===== src/rtl/rr_priority_encoder.sv =====
// N-to-log2(N) priority encoder with fixed or round-robin priority and a single
// registered valid/ready output stage (no skid buffer).
module rr_priority_encoder #(
    parameter  int N    = 8,
    parameter  int MODE = 1,
    localparam int W    = $clog2(N)
) (
    input  logic         clk,
    input  logic         rst,
    input  logic         in_valid,
    output logic         in_ready,
    input  logic [N-1:0] in_req,
    output logic         out_valid,
    input  logic         out_ready,
    output logic [W-1:0] out_idx,
    output logic         out_none,
    output logic         out_multi
);

    localparam logic [W:0]   N_EXT  = (W+1)'(N);
    localparam logic [W-1:0] LAST   = W'(N - 1);
    localparam logic [W-1:0] ONE_W  = W'(1);
    localparam logic [N-1:0] ONE_N  = N'(1);

    // Rotate so that bit 0 of the result is request bit 'sh'.
    function automatic logic [N-1:0] rotate_right(input logic [N-1:0] req,
                                                  input logic [W-1:0] sh);
        logic [2*N-1:0] dbl;
        dbl = {req, req} >> sh;
        return dbl[N-1:0];
    endfunction

    function automatic logic [W-1:0] lowest_set(input logic [N-1:0] v);
        logic [W-1:0] r;
        r = '0;
        for (int i = N - 1; i >= 0; i--) begin
            if (v[i]) r = W'(i);
        end
        return r;
    endfunction

    // Modulo-N add; N need not be a power of two.
    function automatic logic [W-1:0] wrap_add(input logic [W-1:0] a,
                                              input logic [W-1:0] b);
        logic [W:0] s;
        s = {1'b0, a} + {1'b0, b};
        if (s >= N_EXT) s = s - N_EXT;
        return s[W-1:0];
    endfunction

    logic         r_valid;
    logic [W-1:0] r_idx;
    logic         r_none;
    logic         r_multi;
    logic [W-1:0] r_ptr;

    logic         w_accept;
    logic [N-1:0] w_rot;
    logic [W-1:0] w_off;
    logic [W-1:0] w_win;
    logic         w_none;
    logic         w_multi;
    logic [W-1:0] w_ptr_nxt;

    assign in_ready  = !rst && (!r_valid || out_ready);
    assign w_accept  = in_valid && in_ready;

    assign w_rot     = rotate_right(in_req, r_ptr);
    assign w_off     = lowest_set(w_rot);
    assign w_win     = wrap_add(r_ptr, w_off);
    assign w_none    = (in_req == '0);
    assign w_multi   = ((in_req & (in_req - ONE_N)) != '0);
    assign w_ptr_nxt = (w_win == LAST) ? '0 : (w_win + ONE_W);

    always_ff @(posedge clk) begin
        if (rst) begin
            r_valid <= 1'b0;
            r_idx   <= '0;
            r_none  <= 1'b0;
            r_multi <= 1'b0;
            r_ptr   <= '0;
        end else if (w_accept) begin
            r_valid <= 1'b1;
            r_idx   <= w_none ? '0 : w_win;
            r_none  <= w_none;
            r_multi <= w_multi;
            // Fixed-priority mode keeps the pointer parked at 0.
            if (MODE != 0 && !w_none) r_ptr <= w_ptr_nxt;
        end else if (out_ready) begin
            r_valid <= 1'b0;
        end
    end

    assign out_valid = r_valid;
    assign out_idx   = r_idx;
    assign out_none  = r_none;
    assign out_multi = r_multi;

endmodule


===== config.mk =====
export PLATFORM = sky130hd
export DESIGN_NAME = rr_priority_encoder
export DESIGN_NICKNAME = d
export VERILOG_FILES = /design/src/rtl/rr_priority_encoder.sv
export SDC_FILE = /design/constraint.sdc
export NUM_CORES = 1
export LEC_CHECK = 0
export ABC_AREA = 1
export CORE_MARGIN = 2
export CORE_UTILIZATION = 50
export CTS_CLUSTER_DIAMETER = 80
export CTS_CLUSTER_SIZE = 12
export DETAILED_ROUTE_END_ITERATION = 6
export GPL_TIMING_DRIVEN = 0
export HOLD_SLACK_MARGIN = 0.06
export PLACE_DENSITY = 0.89
export SLEW_MARGIN = 25
export SYNTH_ARGS = -nofsm -noshare
export SYNTH_HDL_FRONTEND = slang
export SYNTH_SLANG_ARGS = --single-unit

===== constraint.sdc =====
create_clock -name clk -period 2.9 [get_ports clk]
set_input_delay 0.435 -clock clk [delete_from_list [all_inputs] [get_ports clk]]
set_output_delay 0.435 -clock clk [all_outputs]
set_load 0.005 [all_outputs]

Word level (Yosys, flattened, before mapping)
Index checks and enable logic that the tools add are counted.
{"block": "totals", "regBits": 9, "inputBits": 12, "output_inout_bits": 7, "elab_cells": 36}
{"block": "op_classes", "add_sub_neg": 4, "magnitude_cmp": 1, "n_eq_ne": 1, "shifts": 1, "muxes": 13, "n_bitwise": 2, "n_reduce_logical": 9}
{"cell": "two-way mux 3 bit", "n": 11}
{"cell": "right shift 16 x 3 -> 8 bit", "n": 1}
{"cell": "AND 8 bit", "n": 1}
{"cell": "logical NOT 8 bit", "n": 1}
{"cell": "nonzero test 8 bit", "n": 1}
{"cell": "subtractor 8 x 1 -> 8 bit (second input constant)", "n": 1}
{"cell": "adder 3 x 3 -> 4 bit", "n": 1}
{"cell": "greater-or-equal comparator 4 bit (second input constant)", "n": 1}
{"cell": "adder 3 x 1 -> 3 bit (second input constant)", "n": 1}
{"cell": "== test 3 bit (second input constant)", "n": 1}
{"cell": "subtractor 3 x 1 -> 3 bit (second input constant)", "n": 1}
{"cell": "logical AND 1 bit", "n": 2}
{"cell": "logical NOT 1 bit", "n": 2}
{"cell": "two-way mux 1 bit", "n": 2}
{"cell": "AND reduction 2 bit", "n": 1}
{"cell": "nonzero test 2 bit", "n": 1}
{"cell": "logical OR 1 bit", "n": 1}
{"cell": "NOT 1 bit", "n": 1}

Depth between registers and ports, before layout
Gate-level depths: netlist (run 1).
{"block": "depth", "depth_word": 14, "ltp_mapped": 21, "mapped_depth_nobuf": 20}

Worst setup path before layout (run 1)
No wires, ideal clock.
{"block": "synth_timing", "path_type": "register -> register", "startpoint": "register r_ptr[0]", "endpoint": "register r_ptr[1]", "setup_ns": 0.120, "t_arrival_ns": 2.347, "required_time_ns": 2.780, "setup_slack_ns": 0.434, "path_stages_with_launch": 20, "path_buffers": 1, "synth_period_minus_slack_ns": 2.466, "cell_sequence": "dfxtp_1 > buf_6 > inv_8 > nand2_2 > nand3_2 > nand3_1 > nand2_1 > inv_1 > nor2_1 > o21ai_0 > nand2_1 > nand2_1 > a21boi_0 > ha_1 > inv_1 > fa_1 > inv_1 > ha_1 > o21ai_0 > a21oi_1"}
{"block": "synth_via", "elab_chain_len": 14, "word_cells_on_any_way": 16, "cone_classes": "add/sub: 3; order compare: 1; eq/ne: 1; shift: 1; mux: 10"}
{"element": "start, declared", "line_no": "55", "text": "logic [W-1:0] r_ptr;"}
{"element": "start signal, assigned", "line_no": "88", "text": "if (MODE != 0 && !w_none) r_ptr <= w_ptr_nxt;"}
{"element": "right shift 16 x 3 -> 8 bit", "line_no": "29", "text": "dbl = {req, req} >> sh;"}
{"element": "two-way mux 3 bit (8 in series)", "line_no": "37", "text": "if (v[i]) r = W'(i);"}
{"element": "adder 3 x 3 -> 4 bit *", "line_no": "46", "text": "s = {1'b0, a} + {1'b0, b};"}
{"element": "greater-or-equal comparator 4 bit / subtractor 3 x 1 -> 3 bit (equally long branches)", "line_no": "47", "text": "if (s >= N_EXT) s = s - N_EXT;"}
{"element": "two-way mux 3 bit *", "line_no": "47"}
{"element": "adder 3 x 1 -> 3 bit / == test 3 bit (equally long branches)", "line_no": "73", "text": "assign w_ptr_nxt = (w_win == LAST) ? '0 : (w_win + ONE_W);"}
{"element": "two-way mux 3 bit *", "line_no": "73"}
{"element": "net w_ptr_nxt[1]", "line_no": "63", "text": "logic [W-1:0] w_ptr_nxt;"}
Mark *: on every way through the listed nets, which the timed path passes. The rest lies on a longest branch.
A chain may end at the register's enable or synchronous reset.

Worst setup path after layout (run 1)
Same ends and word-level chain as after synthesis.

==> results list, run 1 <==
- For this block, the initial DRC count from the detailed router was 27.
- The detailed router placed 1108 vias in this run.
- Minimum period implied by the final worst setup slack: 2.71 ns
- For this design the static power due to leakage is 0.578 nW.
- Wirelength per Cell: 12.0 um
- Row Count: 16
* Type of the tightest min-delay check: reg2reg
- Port buffering added 18 buffers.
- Synthesis instantiated 29 different standard cells from the library.
- For the worst setup path, the data required time is 3.06 ns.
* Global-route wire length before repair: 4.15 mm
- Final Max Slew Viols: 0
* Max cap viols: 0
- For this run, the number of Yosys warnings is 0.
- After clock tree synthesis, the clock-pin slew on the worst setup and hold paths is 0.06 ns.
* Final worst hold slack: 0.467 ns
* Final critical-path setup slack: 0.191 ns
- Final period utilization: 93.4%
- The number of hold violations in the final report was 0.
- The number of nets in the synthesized netlist is 175.
* Start-to-end type of the worst setup path: reg2reg
* Clock insertion delay at the later pin of the skew report: 0.27 ns
- Traced cell by cell, the critical path runs through buf_6 > inv_8 > nand2_2 > nand3_1 > nand3_1 > nand2_1 > inv_1 > nor2_1 > o21ai_0 > nand2_1 > nand2_1 > a21boi_2 > ha_1 > inv_1 > fa_1 > inv_1 > ha_1 > o21ai_0 > a21oi_1.
- Number of cells on the worst reg-to-reg path: 19
- Once layout is complete, the utilization of the core stands at 65.4%.
* Delay-heaviest family, CP: adder cells
- Post-Route Skew: 0.00611 ns
- Along the worst path, the maximum fanout reaches 9.
* Layout area overhead: 24.7%
- Clock tree from TritonCTS: built
- For this run, the top clock speed supported by timing is 369 MHz.
- The number of antenna diodes in the final layout is 0.
- Summed over all layers, the routed wires come to 2.51 mm.
- Post-synthesis instance area: 1010 sq um
* Sinks on Clock Net: 9
- Setup slack of the most critical reg-to-reg path: 0.19 ns
- Die span in y: 48.9 um
- For this run, the detailed router's first-pass iteration total came to 4.
- Routability-driven placement finished with a final weighted congestion of 0.807.
* Run status: complete, no violations
- The worst hold path passes through 2 cells.
* Max stage delay on crit path: 0.48 ns
- Synthesis inferred 9 register bits.
- The critical path crosses 19 cells after its start point.
- Combinational power share: 53.6%
- In the routed layout, each cell is associated on average with a via count of 5.30.
* Total internal power: 298 uW
- Setup violations remaining at the end of the flow were counted as 0.
- Final-layout setup total negative slack: 0 ns
- Synth Area per Inst: 6.30 sq um
- Counting along the longest clock path gives a buffer depth of 2.
* Core Area: 1920 sq um
* Worst path arrival time: 2.87 ns
- Cell total after placement: 205
- Unrepaired setup endpoints after global routing: no
- Synthesis produced 160 cells.
- Source of the critical timing path: r_ptr[0]
- Counting both buffers and inverters, the worst setup path holds a total of 5.
- Measured slew at the worst slew-check pin: 0.328 ns
* Maximum number of pins on one net before global-route repair: 11
- Sequential elements use 17.9% of the synthesized area.
- Worst R2R Start: r_ptr[0]
- Critical path startpoint category: flip-flop
- In this run the number of H-tree levels came out at 1.
- In this run the power spent charging and discharging nets is 215 uW.
* Switch share: 41.9%
- Fill cells in the final layout number 185.
- # DRC: 0
- The share of total power dissipated in sequential elements is 27.4%.
- CTS Hold Bufs: 0
- The tree is rooted in a clkbuf_4.
* Finished Layout Cells: 209
- Width of the die: 48.9 um
* Peak ir drop on the vdd network: 0.340 mV
- Measured against its own limit, the worst slew margin works out to 78.1%.
* Termination of the worst setup path: r_ptr[1]
- Slowest library cell on the worst path: fa_1
- Summed over all layers, the global routing overflow is 0.
* Layout cells sized above 1: 23.1%
* Detailed placer's ending HPWL: 1.93 mm
- Dividing total power by cell area gives a power density of 408 nW/um^2.
- Remaining number of nets flagged by the antenna check after routing: 0
- STA classifies the critical path endpoint as a flip-flop.
* Vias in the first global route: 1049
- Counting the buffers created by CTS gives 3.
- Combined global-route utilization of all metal layers: 22.1%
- Timing analysis after detailed placement gives a worst setup slack of -0.445 ns.
- Share of total power in the clock network: 18.9%
* Starting Density: 52.5%
- Layout Nets: 198
- The number of antenna violations at the first check in global routing came to 0.
- Die area: 2390 sq um
- Pin placement for this block handled 19 I/O pins.
* Reg-to-reg endpoint: r_ptr[1]
==> cell usage in the layout (no fill, tap or decap), types with 2 or more instances in the layout <==
cell type        netlist  final
o21ai_0                2      2
dfxtp_1                9      9
ha_1                   2      2
inv_1                 10     10
nor2_2                 3      3
nor2_1                11     11
or2_1                  2      2
clkdlybuf4s50_1        0     10
nand3_1               19     19
inv_2                  2      2
nand3_2               10     10
dlygate4sd2_1          0      6
buf_6                  2      2
nand2_1               51     50
nand2_2               13     14
a21oi_1                9      9
clkbuf_4               0      3
==> logic make-up (layout without fill, tap and decap cells) <==
family | Yosys count | count (layout) | synth area share, %
and+or+nand+nor | 113 | 113 | 56.9
buffers and inverters | 17 | 39 | 9.80
AOI/OAI and AO/OA | 16 | 16 | 9.06
DFF | 9 | 9 | 17.9
adders and majority gates | 4 | 4 | 5.46
xor gates and xnor gates | 1 | 1 | 0.869
==> per-layer routing <==
layer	wire length, um	vias up	GRT usage (%)
met5	0	-	0
met4	57	0	13.3
met3	66	6	2.15
met2	1320	27	42.5
met1	1060	505	22.8
li1	-	570	-
==> registers in the layout, indices dropped and copies added, names as in the netlist <==
signal,count
out_idx,3
r_ptr,3
out_multi,1
out_none,1
out_valid,1
==> power by group through the flow <==
stage               sequential, mW  combinational (mW)  clock (mW)
detailed placement           0.143               0.269           0
floorplan                    0.143               0.191           0
global route                 0.142               0.304       0.102
CTS                          0.141               0.271      0.0988
global placement             0.143               0.255           0
finish                       0.141               0.275      0.0972
==> stage by stage <==
step	area, sq um	power [mW]
floorplan	1010	0.335
global placement	1220	0.398
detailed placement	1220	0.412
CTS	1250	0.511
global route	1260	0.547
finish	1260	0.513
==> area by class of cell <==
cell class              count  area, sq um  area share, %
plain buffers               3         36.3           2.89
clock buffers               4         26.3           2.09
inverters                  14         62.6           4.98
multi-input cells         134          743           59.1
flip-flops and latches      9          180           14.3
well taps                  27         33.8           2.69
repair buffers             18          175           13.9
==> synthesized netlist by cell type <==
master | instances | area [sq um]
nor2_2 | 3 | 18.8
or2_1 | 2 | 12.5
nand2_4 | 1 | 11.3
nand3_2 | 10 | 100
nor2_1 | 11 | 41.3
o21bai_1 | 1 | 7.51
inv_4 | 1 | 6.26
clkbuf_8 | 1 | 13.8
inv_2 | 2 | 7.51
dfxtp_1 | 9 | 180
inv_8 | 1 | 11.3
o21ai_0 | 2 | 10.0
xnor2_1 | 1 | 8.76
nor3_1 | 1 | 5.00
nor2_4 | 1 | 11.3
a21oi_1 | 9 | 45.0
nand2_2 | 13 | 81.3
nand2_1 | 51 | 191
maj3_1 | 1 | 10.0
nor4_1 | 1 | 6.26
inv_1 | 10 | 37.5
ha_1 | 2 | 25.0
nand3_1 | 19 | 95.1
a21oi_2 | 1 | 8.76
o21ai_1 | 1 | 5.00
a22oi_1 | 1 | 7.51
a21boi_0 | 1 | 7.51
buf_6 | 2 | 22.5
fa_1 | 1 | 20.0
==> timing repair <==
action                                  4_1_cts  5_1_grt
endpoints found under the setup margin        3        3
setup buffers                                 0        0
gates cloned                                  0        0
gates resized for setup                      10        3
pin swaps                                     0        1
==> how the worst min path moves through the flow <==
stage,start,to
after floorplan,out_idx[0],out_idx[0]
after global placement,out_idx[0],out_idx[0]
after detailed placement,out_none,out_none
after CTS,out_none,out_none
after global routing,out_idx[1],out_idx[1]
final,out_none,out_none
==> worst register-to-register path, cell delays in order, from the launching register on <==
cell and delay, ns:
dfxtp_1 0.32, buf_6 0.15, inv_8 0.10, nand2_2 0.06, nand3_1 0.09, nand3_1 0.09
nand2_1 0.11, inv_1 0.05, nor2_1 0.07, o21ai_0 0.08, nand2_1 0.06, nand2_1 0.06
a21boi_2 0.13, ha_1 0.15, inv_1 0.05, fa_1 0.48, inv_1 0.06, ha_1 0.27
o21ai_0 0.18, a21oi_1 0.05
Note: power is estimated with default switching activity, not from simulation.
==> run 2, diff against run 1 <==
CORE_MARGIN = 3   (was 2)
TNS_END_PERCENT = 100   (was default)
==> run 2 against run 1 <==
  * Via count increased by 2.3%
  * Wire length is 2.2% higher
  * Count of clock-buffer cells in the layout did not move
  * Largest cell class unchanged
==> results list, run 2 (synthesis gave the netlist of run 1 again) <==
- The number of H-tree branching levels was 1 (unchanged).
* Starting Density: 55.4% (+2.9 points)
* Achievable frequency: 366 MHz (-0.99%)
- The clock-pin slew on the worst setup and hold paths came to 0.06 ns (about the same).
- The weighted congestion reported at the end of routability-driven placement came to 0.854 (+5.8%).
* GRT Residual Overflow: 0 (unchanged)
* Max stage delay on crit path: 0.47 ns (about the same)
* Pre-antenna DRT Iters: 4 (unchanged)
- The core utilization of the finished layout was 68.9% (+3.4 points).
* Worst setup slack after placement: -0.410 ns (+0.0357 ns)
- Setup repair after global routing left no endpoint under its margin.
- Die area: 2590 sq um (+8.3%)
- Switch share: 41.7% (-0.19 points)
- Layout Nets: 199 (+0.51%)
* Met3 WL: 170 um (+160%)
- The detailed-route via count is 1133 (+2.3%).
- Most used cell, CP: nand2_1
* Worst-case clock buffer depth: 2 (unchanged)
* Number of primary I/O pins: 19 (unchanged)
- Final Max Slew Viols: 0 (unchanged)
* Final critical-path setup slack: 0.164 ns (-0.0270 ns)
* Number of failing hold endpoints at the final stage: 0 (unchanged)
- The latest clock arrival within the worst-skew pair was 0.25 ns (-0.02 ns).
- Detailed placer's ending HPWL: 1.95 mm (+0.74%)
* Maximum number of pins on one net before global-route repair: 11 (unchanged)
* Combinational power share: 53.8% (+0.2 points)
- Final period utilization: 94.3% (+0.93 points)
- The worst-path maximum fanout was 9 (unchanged).
* Remaining number of nets flagged by the antenna check after routing: 0 (unchanged)
* Peak ir drop on the vdd network: 0.336 mV (-1.2%)
- The count of cells along the worst hold path is 2 (unchanged).
- In this run the most critical hold path is launched from out_none.
- The number of clock sinks is 9 (unchanged).
- Die span in y: 50.9 um (+4.1%)
- Met2 wire length: 1.29 mm (-1.8%)
- The static leakage power was 0.576 nW (-0.22%).
* Core Area: 1820 sq um (-5.3%)
- Post-layout power: 509 uW (-0.76%)
* Start-to-end type of the worst setup path: reg2reg
- The max-capacitance violation count came to 0 (unchanged).
- The number of antenna violations at the first check in global routing was 0 (unchanged).
- The worst setup path is launched from a flip-flop.
- The total placed instance area is 1220 sq um (-0.20%).
- The fraction of layout cells with a size suffix above 1 is 23.0% (-0.13 points).
- Worst R2R Start: r_ptr[0]
- The antenna diode count is 0 (unchanged).
* Measured slew at the worst slew-check pin: 0.315 ns (-0.0137 ns)
- The library cell used most frequently in the layout, excluding fill and tap cells, is nand2_1.
* Number of cells on the worst reg-to-reg path: 20 (+1)
- Highest-count cells in the layout ignoring fill and taps: 50 x nand2_1, 19 x nand3_1, 14 x nand2_2
- # DRC: 0 (unchanged)
- Number of I/O port buffers: 18 (unchanged)
- Compared with the post-synthesis result, the final layout area differs by 24.3%.
- Vias in the first global route: 1027 (-2.1%)
- The largest individual stage delay along the critical path comes from the cell fa_1.
- Total internal power: 297 uW (-0.44%)
- Relative slew slack: 79.0% (+0.91 points)
- The standard-cell row count came to 15 (-1).
- Crit-path cells: buf_6 > buf_4 > nand2_2 > nand3_2 > nand3_1 > nand2_1 > nor2_1 > o21ai_0 > nand2_1 > nand2_1 > a21boi_1 > ha_1 > inv_1 > fa_1 > inv_1 > ha_1 > nor2_1 > nand3_1 > nand2_1 > nor2_1
- The cell sitting at the root of the clock tree is a clkbuf_4.
* Worst EP required: 3.06 ns (about the same)
* Sw Pwr: 213 uW (-1.2%)
- Reg-to-reg endpoint: r_ptr[2]
* Setup slack of the most critical reg-to-reg path: 0.16 ns (-0.03 ns)
- The final setup violation count is 0 (unchanged).
- Type of the tightest min-delay check: reg2reg
- Finished Layout Cells: 208 (-0.48%)
- The run finished with clean final reports.
- TritonCTS built the clock tree.
* Critical Path End Type: flip-flop
* Via density per instance: 5.45 (+2.7%)
- Sequential group share of total power: 27.6% (+0.2 points)
- Post-Route Skew: 0.00195 ns (-0.00416 ns)
* Delay-heaviest family, CP: simple AND/OR/NAND/NOR gates
- Post-route cell area: 1250 sq um (-0.30%)
* Worst path arrival time: 2.89 ns (+0.02 ns)
- The highest layer touched by signal routing is met4.
* Global-route wire length before repair: 4.23 mm (+1.8%)
- End point of the most critical hold path: out_none
- The routed wire length was 2.56 mm (+2.2%).
- The horizontal die dimension was 50.9 um (+4.1%).
* Combined global-route utilization of all metal layers: 20.6% (-1.5 points)
- The proportion of power drawn by the clock network came to 18.6% (-0.3 points).
* CTS Hold Bufs: 0 (unchanged)
- Number of buffers and inverters on the critical path: 4 (-1)
- Cell total after placement: 203 (-0.98%)
- Wirelength per Cell: 12.3 um (+2.6%)
* Minimum period implied by the final worst setup slack: 2.74 ns (+0.0270 ns)
- The total power divided by cell area came to 406 nW/um^2 (-0.47%).
- The number of design-rule violations left by the first detailed-router iteration is 39 (+44%).
- Number of buffers inserted during clock tree synthesis: 3 (unchanged)
- M1 wire length: 1.05 mm (-1.6%)
-- run 2: cell types whose count changed in the layout (fill, tap and decap cells not counted) --
cell	before	now
a21boi_1	0	1
clkdlybuf4s15_1	1	0
buf_4	0	1
a21boi_2	1	0
dlygate4sd2_1	6	8
dlymetal6s2s_1	1	0
-- run 2: power groups by stage --
stage	sequential (mW)	clock [mW]	combinational, mW
after floorplan	0.143	0	0.191
final	0.141	0.0949	0.274
after global routing	0.142	0.104	0.302
after global placement	0.143	0	0.257
after CTS	0.141	0.0980	0.268
after detailed placement	0.143	0	0.268
-- run 2: area by class of cell --
cell class | count | area (sq um)
Inverter | 14 | 62.6
Multi-Input combinational cell | 134 | 739
Fill cell | 163 | 567
Timing Repair Buffer | 19 | 178
Sequential cell | 9 | 180
Tap cell | 25 | 31.3
Buffer | 3 | 36.3
Clock buffer | 4 | 26.3
-- run 2: repair_timing --
action	in CTS	in global routing
setup endpoints to repair	3	3
cloned	0	0
gates resized for setup	10	1
buffers inserted	0	1
pin swaps	0	0
-- run 2: how the worst max path moves through the flow --
| stage | endpoint | cells after the start | start |
|---|---|---|---|
| floorplan | r_ptr[1] | 19 | r_ptr[0] |
| CTS | r_ptr[1] | 18 | r_ptr[0] |
| detailed placement | r_ptr[2] | 20 | in_req[2] |
| global placement | r_ptr[1] | 18 | in_req[4] |
| global route | r_ptr[2] | 20 | r_ptr[0] |
| finish | r_ptr[2] | 20 | r_ptr[0] |
-- run 2: worst reg2reg max path: stages (launching register included) --
cell,delay (ns)
dfxtp_1,0.32
buf_6,0.15
buf_4,0.14
nand2_2,0.07
nand3_2,0.10
nand3_1,0.09
nand2_1,0.08
nor2_1,0.11
o21ai_0,0.08
nand2_1,0.07
nand2_1,0.05
a21boi_1,0.13
ha_1,0.16
inv_1,0.05
fa_1,0.47
inv_1,0.07
ha_1,0.20
nor2_1,0.12
nand3_1,0.08
nand2_1,0.06
nor2_1,0.04
-- run 2: per-layer routing --
layer | track usage, % | up-vias
met5 | 0 | -
met4 | 9.42 | 0
met3 | 3.79 | 7
met2 | 37.8 | 52
met1 | 22.7 | 507
li1 | - | 567
-- run 2: through the flow --
step	hold slack (ns)	TNS [ns]
finish	0.470	0
global route	0.507	0
CTS	0.473	0
detailed placement	0.460	-1.18
global placement	0.455	-0.907
floorplan	0.456	0
==> run 3, diff against run 2 <==
CTS_CLUSTER_DIAMETER = 100   (was 80)
clock period = 2.95 ns   (was 2.9 ns; I/O delays follow)
==> run 3 against run 2 <==
  * Combinational power is 3% lower
  * Sequential share of layout area is 0.057 points lower
  * Die area stayed put
  * Setup slack better by 0.073 ns
  * Clock power is 2% lower
==> results list, run 3 (synthesis gave the netlist of run 1 again) <==
* Pwr per Cell Area: 396 nW/um^2 (-2.5%)
- Number of antenna repair diodes: 0 (unchanged)
- End-of-flow core utilization: 69.1% (+0.27 points)
* Detailed placer's ending HPWL: 1.95 mm (unchanged)
* Sinks on Clock Net: 9 (unchanged)
* Pre-antenna DRT Iters: 4 (unchanged)
* Layout Nets: 198 (-0.50%)
* Worst Hold Path Cells: 2 (unchanged)
- Fillers: 159 (-2.5%)
- Type of the tightest min-delay check: reg2reg
- Relative slew slack: 79.0% (unchanged)
* Final Max Slew Viols: 0 (unchanged)
* GRT Residual Overflow: 0 (unchanged)
- Run status: complete, no violations
- The placeable core region was 1820 sq um (unchanged).
* Critical path startpoint category: input port
- The global-route total usage across every layer came to 20.4% (-0.24 points).
- The final clock skew came to 0.00195 ns (+0.000000280 ns).
* Vias in the first global route: 1021 (-0.58%)
- The hold-fix buffer count after cts came to 0 (unchanged).
- Based on the critical path, the design can be clocked at up to 369 MHz.
- Row Count: 15 (unchanged)
- The pin count of the biggest net entering global routing came to 11 (unchanged).
- Final worst hold slack: 0.470 ns (unchanged)
* Starting DRT DRC Count: 30 (-23%)
* Start-to-end type of the worst setup path: in2reg
* Deepest level of the CTS H-tree: 1 (unchanged)
* Width of the die: 50.9 um (unchanged)
- # DRC: 0 (unchanged)
- Remaining number of nets flagged by the antenna check after routing: 0 (unchanged)
- Worst R2R Start: r_ptr[0]
- Peak ir drop on the vdd network: 0.330 mV (-1.8%)
- The count of pins on the block boundary came to 19 (unchanged).
- Setup repair after global routing left no endpoint under its margin.
- Minimum period implied by the final worst setup slack: 2.71 ns
- In this run the critical register-to-register path is captured at r_ptr[2].
* Max cap viols: 0 (unchanged)
* Critical path peak fanout: 5 (-4)
- Global-route wire length before repair: 4.19 mm (-0.97%)
* Wirelength per Cell: 12.0 um (-2.5%)
- Number of buffers inserted during clock tree synthesis: 3 (unchanged)
- Layout area overhead: 24.8%
- Worst-case clock buffer depth: 2 (unchanged)
- The detailed-route via count was 1125 (-0.71%).
- Post-layout power: 498 uW (-2.2%)
- The count of port buffers added during placement came to 18 (unchanged).
* Number of failing hold endpoints at the final stage: 0 (unchanged)
* Die span in y: 50.9 um (unchanged)
- Final period utilization: 92.0%
- The path with the worst hold slack has its endpoint at out_none.
* Via density per instance: 5.43 (-0.23%)
- The setup slack on the worst flop-to-flop path is 0.25 ns (+0.09 ns).
* Clock tree from TritonCTS: built
- The starting utilization of the core area came to 55.4% (unchanged).
- Leaving out fill and tap cells, the most frequent cell in the layout is nand2_1.
- The routed wire length was 2.48 mm (-3.0%).
- Layout cells sized above 1: 22.0% (-0.97 points)
- The clock-pin slew on the worst setup and hold paths came to 0.06 ns (about the same).
- Leak pwr: 0.602 nW (+4.4%)
* Number of antenna violations at the first check in global routing: 0 (unchanged)
* Start point of the worst min-delay path: out_none
- The combined flip-flop and latch cell area was 180 sq um (unchanged).
- CTS placed an instance of clkbuf_4 at the clock tree root.
- Die area: 2590 sq um (unchanged)
- Critical Path End Type: flip-flop
- Leaving out fill and tap cells, the most frequent cells in the layout are 51 x nand2_1, 19 x nand3_1, 13 x nand2_2.
* Worst EP required: 3.11 ns (+0.05 ns)
* RePlAce Congestion: 0.854 (unchanged)
* Number of cells on the worst reg-to-reg path: 20 (unchanged)
* Multi-input logic area: 737 sq um (-0.34%)
- The critical path arrival was 2.87 ns (-0.02 ns).
- Measured slew at the worst slew-check pin: 0.315 ns (unchanged)
- The final setup violation count came to 0 (unchanged).
* Clock insertion delay at the later pin of the skew report: 0.25 ns (about the same)
run 3: cell types whose count changed in the layout (fill, tap and decap cells not counted):
cell	before	now
dlymetal6s2s_1	0	4
nand2_2	14	13
buf_4	1	0
dlygate4sd2_1	8	4
nand2_1	50	51
run 3: how the worst max path moves through the flow:
stage	from	to	slack, ns	depth (start not counted)
2_1_floorplan	r_ptr[0]	r_ptr[1]	0.48	19
3_3_place_gp	in_req[4]	r_ptr[1]	-0.30	18
3_5_place_dp	in_req[2]	r_ptr[2]	-0.37	20
4_1_cts	in_req[0]	r_ptr[1]	0.005	18
5_1_grt	r_ptr[0]	r_ptr[2]	0.05	20
6_report	in_req[2]	r_ptr[2]	0.24	20
run 3: report_power, final:
part	internal [mW]	total [mW]	switching, mW
clock network	0.0520	0.0932	0.0412
registers	0.133	0.138	0.00558
logic	0.107	0.267	0.160
run 3: timing repair:
item / in CTS / in global routing
gates cloned: 0 / 0
gates resized for setup: 5 / 5
setup endpoints to repair: 3 / 3
setup buffers: 0 / 0
run 3: worst max-delay path, cell delays in order:
cell	delay [ns]
dlygate4sd2_1	0.30
nand2_1	0.14
nand3_2	0.11
nand3_1	0.08
nand2_1	0.10
inv_1	0.04
nor2_1	0.08
o21ai_0	0.08
nand2_1	0.07
nand2_1	0.05
a21boi_1	0.13
ha_1	0.16
inv_1	0.05
fa_1	0.47
inv_1	0.06
ha_1	0.20
nor2_1	0.12
nand3_1	0.08
nand2_1	0.06
nor2_1	0.04
run 3: layout make-up:
| type | count | area share, % |
|---|---|---|
| multi-input cells | 134 | 58.5 |
| repair buffers | 18 | 14.7 |
| flip-flops and latches | 9 | 14.3 |
| inverters | 14 | 4.97 |
| plain buffers | 3 | 2.88 |
| well taps | 25 | 2.49 |
| clock buffers | 4 | 2.09 |
run 3: routing by layer:
metal,share of wire (%),track usage (%)
met1,42,22.6
met2,50,37.8
met3,6.8,3.79
met4,1.4,8.07
met5,0,0
run 3: through the flow:
step	setup TNS (ns)	area (sq um)	instances	worst slack, ns
final	0	1260	207	0.237
after global routing	0	1260	207	0.0507
after CTS	0	1250	207	0.00532
after detailed placement	-1.01	1220	203	-0.367
after global placement	-0.780	1220	203	-0.300
after floorplan	0	1010	160	0.484
